[src/rtl/dfi_init_sequencer_if.sv]
// rtl/dfi_init_sequencer_if.sv - DFI init handshake pair between the init sequencer and the PHY
interface dfi_init_sequencer_if;
  logic dfi_init_start;
  logic dfi_init_complete;

  modport master (
    output dfi_init_start,
    input  dfi_init_complete
  );

  modport slave (
    input  dfi_init_start,
    output dfi_init_complete
  );
endinterface

[src/rtl/dfi_init_sequencer.sv]
// rtl/dfi_init_sequencer.sv - LPDDR4 PHY bring-up over the DFI init handshake with debounce and timeout
// Optional automatic retry with backoff when DFI_INIT_AUTO_RETRY_EN is defined.
module dfi_init_sequencer #(
  parameter int DEBOUNCE_CYCLES = 1000000,
  parameter int TIMEOUT_CYCLES  = 50000000,
  parameter int MAX_RETRIES     = 3,
  parameter int BACKOFF_CYCLES  = 16,
  parameter int HB_DIV_LOG2     = 26
) (
  input  logic                        clk,
  input  logic                        rst,
  input  logic                        start_req,
  dfi_init_sequencer_if.master        dfi,
  output logic                        busy,
  output logic                        done,
  output logic                        fail,
  output logic [1:0]                  fail_code,
  output logic [1:0]                  retry_cnt,
  output logic                        heartbeat
);

  localparam int DB_W    = (DEBOUNCE_CYCLES > 1) ? $clog2(DEBOUNCE_CYCLES) : 1;
  localparam int TMR_MAX = (TIMEOUT_CYCLES > BACKOFF_CYCLES) ? TIMEOUT_CYCLES : BACKOFF_CYCLES;
  localparam int TMR_W   = (TMR_MAX > 1) ? $clog2(TMR_MAX) : 1;

  localparam logic [DB_W-1:0]  DB_LAST  = DB_W'(DEBOUNCE_CYCLES - 1);
  localparam logic [TMR_W-1:0] TMO_LAST = TMR_W'(TIMEOUT_CYCLES - 1);
  localparam logic [TMR_W-1:0] TMR_LAST = TMR_W'(TMR_MAX - 1);

`ifdef DFI_INIT_AUTO_RETRY_EN
  localparam logic [TMR_W-1:0] BO_LAST     = TMR_W'(BACKOFF_CYCLES - 1);
  localparam logic [1:0]       RETRY_LIMIT = (MAX_RETRIES > 3) ? 2'd3 : 2'(MAX_RETRIES);
`endif

  typedef enum logic [2:0] {
    S_IDLE,
    S_ASSERT,
    S_WAIT_ACK,
    S_WAIT_CPL,
    S_DONE,
    S_FAIL
`ifdef DFI_INIT_AUTO_RETRY_EN
    ,
    S_BACKOFF
`endif
  } state_t;

  state_t state, state_nx;

  logic [1:0]             start_sync;
  logic [1:0]             cpl_sync;
  logic                   start_s;
  logic                   cpl_s;
  logic [DB_W-1:0]        db_cnt;
  logic                   db_stable;
  logic                   db_stable_q;
  logic                   start_evt;
  logic [TMR_W-1:0]       timer;
  logic                   timeout;
  logic [HB_DIV_LOG2-1:0] hb_cnt;
  logic                   start_q;

  logic                   start_nx;
  logic                   busy_nx;
  logic                   done_nx;
  logic                   fail_nx;
  logic [1:0]             code_nx;
  logic [1:0]             retry_nx;
  logic                   tmo_hit;
  logic [1:0]             tmo_code;

  assign start_s   = start_sync[1];
  assign cpl_s     = cpl_sync[1];
  assign start_evt = db_stable & ~db_stable_q;
  assign timeout   = (timer == TMO_LAST);

  assign dfi.dfi_init_start = start_q;
  assign heartbeat          = hb_cnt[HB_DIV_LOG2-1];

  always_ff @(posedge clk or posedge rst) begin
    if (rst) begin
      start_sync <= 2'b00;
      cpl_sync   <= 2'b00;
    end else begin
      start_sync <= {start_sync[0], start_req};
      cpl_sync   <= {cpl_sync[0], dfi.dfi_init_complete};
    end
  end

  // Counter runs only while the synced input disagrees with the accepted level,
  // so any bounce back to the accepted level restarts the qualification window.
  always_ff @(posedge clk or posedge rst) begin
    if (rst) begin
      db_cnt      <= '0;
      db_stable   <= 1'b0;
      db_stable_q <= 1'b0;
    end else begin
      db_stable_q <= db_stable;
      if (start_s == db_stable) begin
        db_cnt <= '0;
      end else if (db_cnt == DB_LAST) begin
        db_stable <= start_s;
        db_cnt    <= '0;
      end else begin
        db_cnt <= db_cnt + 1'b1;
      end
    end
  end

  always_ff @(posedge clk or posedge rst) begin
    if (rst) begin
      hb_cnt <= '0;
    end else begin
      hb_cnt <= hb_cnt + 1'b1;
    end
  end

  always_ff @(posedge clk or posedge rst) begin
    if (rst) begin
      state     <= S_IDLE;
      timer     <= '0;
      start_q   <= 1'b0;
      busy      <= 1'b0;
      done      <= 1'b0;
      fail      <= 1'b0;
      fail_code <= 2'd0;
      retry_cnt <= 2'd0;
    end else begin
      state     <= state_nx;
      start_q   <= start_nx;
      busy      <= busy_nx;
      done      <= done_nx;
      fail      <= fail_nx;
      fail_code <= code_nx;
      retry_cnt <= retry_nx;
      if (state_nx != state) begin
        timer <= '0;
      end else if (timer != TMR_LAST) begin
        timer <= timer + 1'b1;
      end
    end
  end

  always_comb begin
    state_nx = state;
    code_nx  = fail_code;
    retry_nx = retry_cnt;
    tmo_hit  = 1'b0;
    tmo_code = 2'd0;

    // Synchronised complete edges are tested before the timeout so progress wins a tie.
    case (state)
      S_IDLE: begin
        if (start_evt) state_nx = S_ASSERT;
      end
      S_ASSERT: begin
        state_nx = S_WAIT_ACK;
      end
      S_WAIT_ACK: begin
        if (!cpl_s) begin
          state_nx = S_WAIT_CPL;
        end else if (timeout) begin
          tmo_hit  = 1'b1;
          tmo_code = 2'd1;
        end
      end
      S_WAIT_CPL: begin
        if (cpl_s) begin
          state_nx = S_DONE;
        end else if (timeout) begin
          tmo_hit  = 1'b1;
          tmo_code = 2'd2;
        end
      end
      S_DONE: begin
        if (start_evt) begin
          state_nx = S_ASSERT;
          code_nx  = 2'd0;
          retry_nx = 2'd0;
        end else if (!cpl_s) begin
          state_nx = S_FAIL;
          code_nx  = 2'd3;
        end
      end
      S_FAIL: begin
        if (start_evt) begin
          state_nx = S_ASSERT;
          code_nx  = 2'd0;
          retry_nx = 2'd0;
        end
      end
`ifdef DFI_INIT_AUTO_RETRY_EN
      S_BACKOFF: begin
        if (timer == BO_LAST) state_nx = S_ASSERT;
      end
`endif
      default: begin
        state_nx = S_IDLE;
      end
    endcase

    if (tmo_hit) begin
`ifdef DFI_INIT_AUTO_RETRY_EN
      if (retry_cnt < RETRY_LIMIT) begin
        state_nx = S_BACKOFF;
        retry_nx = retry_cnt + 2'd1;
      end else begin
        state_nx = S_FAIL;
        code_nx  = tmo_code;
      end
`else
      state_nx = S_FAIL;
      code_nx  = tmo_code;
`endif
    end

`ifndef DFI_INIT_AUTO_RETRY_EN
    retry_nx = 2'd0;
`endif

    start_nx = (state_nx == S_ASSERT) || (state_nx == S_WAIT_ACK) || (state_nx == S_WAIT_CPL);
    busy_nx  = start_nx;
`ifdef DFI_INIT_AUTO_RETRY_EN
    busy_nx  = start_nx || (state_nx == S_BACKOFF);
`endif
    done_nx  = (state_nx == S_DONE);
    fail_nx  = (state_nx == S_FAIL);
  end

endmodule
[src/flat_wrapper.sv]
// flat-port wrapper written by rule: the top's interface ports become plain ports
module dfi_init_sequencer_flat 
#(
  parameter int DEBOUNCE_CYCLES = 1000000,
  parameter int TIMEOUT_CYCLES  = 50000000,
  parameter int MAX_RETRIES     = 3,
  parameter int BACKOFF_CYCLES  = 16,
  parameter int HB_DIV_LOG2     = 26
)
  (clk, rst, start_req, busy, done, fail, fail_code, retry_cnt, heartbeat, dfi_dfi_init_start, dfi_dfi_init_complete);
  dfi_init_sequencer_if dfi_i ();
  input  logic clk;
  input  logic rst;
  input  logic start_req;
  output logic busy;
  output logic done;
  output logic fail;
  output logic [1:0] fail_code;
  output logic [1:0] retry_cnt;
  output logic heartbeat;
  output wire logic [$bits(dfi_i.dfi_init_start)-1:0] dfi_dfi_init_start;
  input wire logic [$bits(dfi_i.dfi_init_complete)-1:0] dfi_dfi_init_complete;
  assign dfi_dfi_init_start = dfi_i.dfi_init_start;
  assign dfi_i.dfi_init_complete = dfi_dfi_init_complete;
  dfi_init_sequencer #(.DEBOUNCE_CYCLES(DEBOUNCE_CYCLES), .TIMEOUT_CYCLES(TIMEOUT_CYCLES), .MAX_RETRIES(MAX_RETRIES), .BACKOFF_CYCLES(BACKOFF_CYCLES), .HB_DIV_LOG2(HB_DIV_LOG2)) u_core (.clk(clk), .rst(rst), .start_req(start_req), .dfi(dfi_i), .busy(busy), .done(done), .fail(fail), .fail_code(fail_code), .retry_cnt(retry_cnt), .heartbeat(heartbeat));
endmodule
[config.mk]
export PLATFORM = sky130hd
export DESIGN_NAME = dfi_init_sequencer_flat
export DESIGN_NICKNAME = d
export VERILOG_FILES = /design/src/rtl/dfi_init_sequencer_if.sv /design/src/rtl/dfi_init_sequencer.sv /design/src/flat_wrapper.sv
export SDC_FILE = /design/constraint.sdc
export NUM_CORES = 1
export LEC_CHECK = 0
export CORE_UTILIZATION = 27
export DETAILED_ROUTE_END_ITERATION = 12
export PLACE_DENSITY = 0.42
export SYNTH_ARGS = -nofsm -noshare
export SYNTH_HDL_FRONTEND = slang
export SYNTH_SLANG_ARGS = --single-unit
[constraint.sdc]
create_clock -name clk -period 8.4 [get_ports clk]
set_clock_uncertainty 0.15 [all_clocks]
set_input_delay 2.52 -clock clk [delete_from_list [all_inputs] [get_ports clk]]
set_output_delay 2.52 -clock clk [all_outputs]
set_load 0.02 [all_outputs]
Word-level counts from Yosys, hierarchy flattened. Index checks and enable logic that the tools add are counted.

Bitwise logic cells: 3. Reductions and logical operators: 8. Mux-type cells: 25. $add $sub $neg: 3. Equality and inequality tests: 17.

Operators by type and width (count): $add A26 B1 Y26 const B (2); $mux W26 (2); $mux W20 (2); $eq A26 B26 Y1 const B (1); $ne A26 B26 Y1 const B (1); $add A20 B1 Y20 const B (1); $eq A20 B20 Y1 const B (1); $mux W3 (6); $pmux W3 S5 (1); $mux W2 (7); $eq A3 B2 Y1 const B (4); $eq A3 B3 Y1 const B (4); $pmux W2 S2 (2); $eq A3 B1 Y1 const B (2); $mux W1 (4); $ne A4 B4 Y1 const B (1); $logic_not A3 Y1 (1); $ne A3 B1 Y1 const B (1); $ne A3 B3 Y1 (1); $reduce_and A3 Y1 (1); $reduce_bool A3 Y1 (1); $logic_or A1 B1 Y1 (2); $not A1 Y1 (2); $pmux W1 S2 (1); other kinds (5) (5).

Word-level logic and storage cells: 68. Output and inout port bits: 9. Register bits: 86.

Logic depth before layout (Yosys ltp).
Depth in word-level cells: 8. Mapped depth: 7. Depth with buffers taken out: 6.

Worst setup path after synthesis. OpenSTA, ideal clock, no wires.

Path type: reg2out. From: register, netlist name u_core.busy. To: output dfi_dfi_init_start. Path slack: 5117 ps. Arrival: 613 ps. Cell stages (with the launch flop): 2. Data required time: 5730 ps. Cell sequence: dfrtp_1 -> buf_4.

RTL lines: end, declared (line flat_wrapper.sv:21) `output wire logic [$bits(dfi_i.dfi_init_start)-1:0] dfi_dfi_init_start;`.

Final worst setup path.
From: register u_core.hb_cnt[25]. To: output heartbeat.

RTL lines: start, declared (line dfi_init_sequencer.sv:60) `logic [HB_DIV_LOG2-1:0] hb_cnt;`; start signal, assigned (line dfi_init_sequencer.sv:114) `hb_cnt <= hb_cnt + 1'b1;`; end, declared (line flat_wrapper.sv:20) `output logic heartbeat;`.

No word-level cell between the ends.

==> metrics.md <==
| Metric | Value |
|---|---|
| Status | completed |
| Max-slew headroom at the worst pin | 0.266 |
| RD Place Congestion | 0.744 |
| DRC Markers | 0 |
| Post-CTS Setup Bufs | 0 |
| Gr ovfl total | 0 |
| Final Max Slew Viols | 0 |
| FF+latch count, synth | 86 |
| Final Cycle Share | 0.471 |
| RSZ-0062 raised after global routing | false |
| Critical Path Sink Type | output port |
| H-tree depth | 3 |
| # fillers | 1498 |
| Worst hold slack | 203 ps |
| Top delay family on crit path | buffers and inverters |
| Most frequent cells in the layout | dfrtp_1 (86), nor2_1 (57), nand3_1 (37) |
| CP max-delay cell | clkdlybuf4s50_1 |
| HP Start | u_core.cpl_sync[0] |
| Die Area | 15600 um^2 |
| Vias in the first global route | 2735 |
| Critical path, cell by cell | clkdlybuf4s50_1 |
| Cts-stage hold buffer count | 0 |
| Setup TNS | 0 ps |
| Slowest cell delay on critical path | around 600 ps |
| Via count | 2815 |
| Layout area overhead | 14.3% |
| # IOs | 13 |
| Core ar. | 14600 um^2 |
| Global-route wire length before repair | 13.6 mm |
| TritonCTS Buffers | 9 |
| PortBufs | 10 |
| Setup ws final | around 4400 ps |
| Final Hold Viols | 0 |
| YS warnings | 0 |
| Starting density of the core | 0.278 |
| Fin nets | 415 |
| Drt initial violations | 182 |
| Final setup violation count | 0 |
| Sink Count | 86 |
| Post-Synthesis Cells | about 390 |
| Mapped Area | 4070 um^2 |
| Post-detail-place hpwl | 4.98 mm |
| Initial antenna violation count | 0 |
| Root buf cell | clkbuf_16 |
| Post-synth EDFFs | 0 |
| Top_reg_cell synth | dfrtp_1 |
| Worst-Margin Slew | 1100 ps |
| Nature of the critical path startpoint | register |
| Max Fclk | 253 MHz |
| WP data arrival | around 1300 ps |
| Avg Inst Size Synth | approximately 10 um^2 |
| Clock-pin slew on the worst setup and hold paths | 60 ps |
| Setup CP Type | reg -> out |
| Dpl ws | 4250 ps |
| Global Route Usage Sum | 0.109 |
| CP max FO | 2 |
| Clock tree buffer depth | 2 |
| Ratio of cells with drive above 1 in the final layout | 0.0775 |
| DRT Pass-1 Iters | 4 |
| Post-synth ARST share | 1.00 |
| Worst r2r src | u_core.timer[16] |
| WL per Instance | 12.9 um |
| Peak supply drop | 0.0923 mV |
| WP data required | roughly 5700 ps |
| Routed Wire Length | 7.73 mm |
| CTS tree | done |
| R2R setup slack | 5570 ps |
| WP buf/inv | 1 |
| Synth unique cells | about 50 |
| Most common cell after layout, fill and taps aside | dfrtp_1 |
| Clock Latency Late Sink | 330 ps |
| Die Y | 125 um |
| Min Tclk post-route | 3960 ps |
| Die width | between 100 and 150 um |
| Final ANT Viol Nets | 0 |
| Fraction of the yosys area taken by sequential cells | 0.528 |
| Vias per Instance | 4.72 |
| Pwr per Cell Area | 179 nW/um^2 |
| Max-cap violation count | 0 |
| Hold Path Class | reg -> reg |
| Cts repair resizes | 0 |
| Crit. Startpoint | u_core.hb_cnt[25] |
| Cell row count | 44 |
| Largest net degree at the start of global routing | 87 |
| N_diodes | 0 |
| Pleak | 1.99 nW |
## layout make-up
type                       instances  area [um^2]  area share
clock inverter                     5         58.8      0.0126
multi-input combinational        292         1830       0.393
timing repair buffer              11          108      0.0231
inverter                           8         31.3     0.00672
sequential                        86         2150       0.462
tap                              184          230      0.0495
clock buffer                      11          243      0.0522
## state kept, by name, summed over array words and instances, names as in the netlist
name and flops:
u_core.done 1, u_core.fail_code 2, u_core.busy 1, u_core.db_stable 1, u_core.hb_cnt 26, u_core.db_cnt 20, u_core.cpl_sync 2, u_core.state 3
u_core.fail 1, u_core.db_stable_q 1, u_core.start_sync 2, u_core.timer 26
## cell families (layout without fill, tap and decap cells)
kind of cell               Yosys count  after routing  share of synthesized area
xor gates and xnor gates            60             60                      0.129
DFF                                 86             86                      0.528
and+or+nand+nor                    197            197                      0.253
muxes                                1              1                    0.00276
adders and majority gates            3              3                    0.00922
other                                1              2                   0.000921
AOI/OAI and AO/OA                   29             29                     0.0531
buffers and inverters               17             35                     0.0230
## where the power goes
part	total, W	internal (W)	leakage (nW)	switching [W]
sequential	0.000419	0.000416	1.16	0.00000229
combinational	0.0000155	0.00000348	0.683	0.0000120
clock	0.000400	0.000239	0.142	0.000162
## synthesized netlist by cell type, types with 2 or more instances
library cell,number,share of area
a211oi_1,2,0.0037
or2_2,2,0.0031
nand2_1,26,0.024
and3_1,9,0.014
o22ai_1,3,0.0046
buf_4,5,0.0092
xnor2_1,30,0.065
a22oi_1,2,0.0037
nor2_1,57,0.053
nor2b_1,3,0.0046
inv_1,8,0.0074
or2b_1,3,0.0055
xor2_1,30,0.065
a21oi_1,6,0.0074
and4_1,7,0.015
clkbuf_1,3,0.0028
ha_1,3,0.0092
a31o_1,2,0.0043
nand2b_1,3,0.0046
or4_1,2,0.0037
nand3_1,37,0.045
nor4_1,5,0.0077
nand4_1,15,0.023
o221a_1,2,0.0055
nor3_1,16,0.020
o21ai_0,3,0.0037
dfrtp_1,86,0.53
## stage by stage
| step | instance area (um^2) | utilization | total power [W] | std cells |
|---|---|---|---|---|
| after global routing | 4650 | 0.318 | 0.000873 | 597 |
| after floorplan | 4080 | - | 0.000438 | 395 |
| after global placement | 4350 | 0.297 | 0.000443 | 581 |
| after CTS | 4650 | 0.318 | 0.000853 | 597 |
| final | 4650 | 0.318 | 0.000834 | 597 |
| after detailed placement | 4350 | 0.297 | 0.000443 | 581 |
## path summary, 6_finish.rpt
kind,cells after the start,endpoint
worst min register to register,0,u_core.cpl_sync[1]
worst min-delay path,0,u_core.cpl_sync[1]
worst max-delay path,1,heartbeat
worst max register to register,5,u_core.timer[6]
max in group asynchronous,3,u_core.db_cnt[14]
min in group asynchronous,3,u_core.cpl_sync[1]
## per-layer routing
layer  wire, um  global-route usage  part of all wire  vias to the layer above
li1           -                   -                 -                     1402
met1       4020               0.149              0.52                     1380
met2       3410               0.165              0.44                       27
met3        186              0.0301             0.024                        6
met4        113              0.0366             0.015                        0
met5          0                   0                 0                        -
No activity file was read; power rests on OpenSTA's default activity.
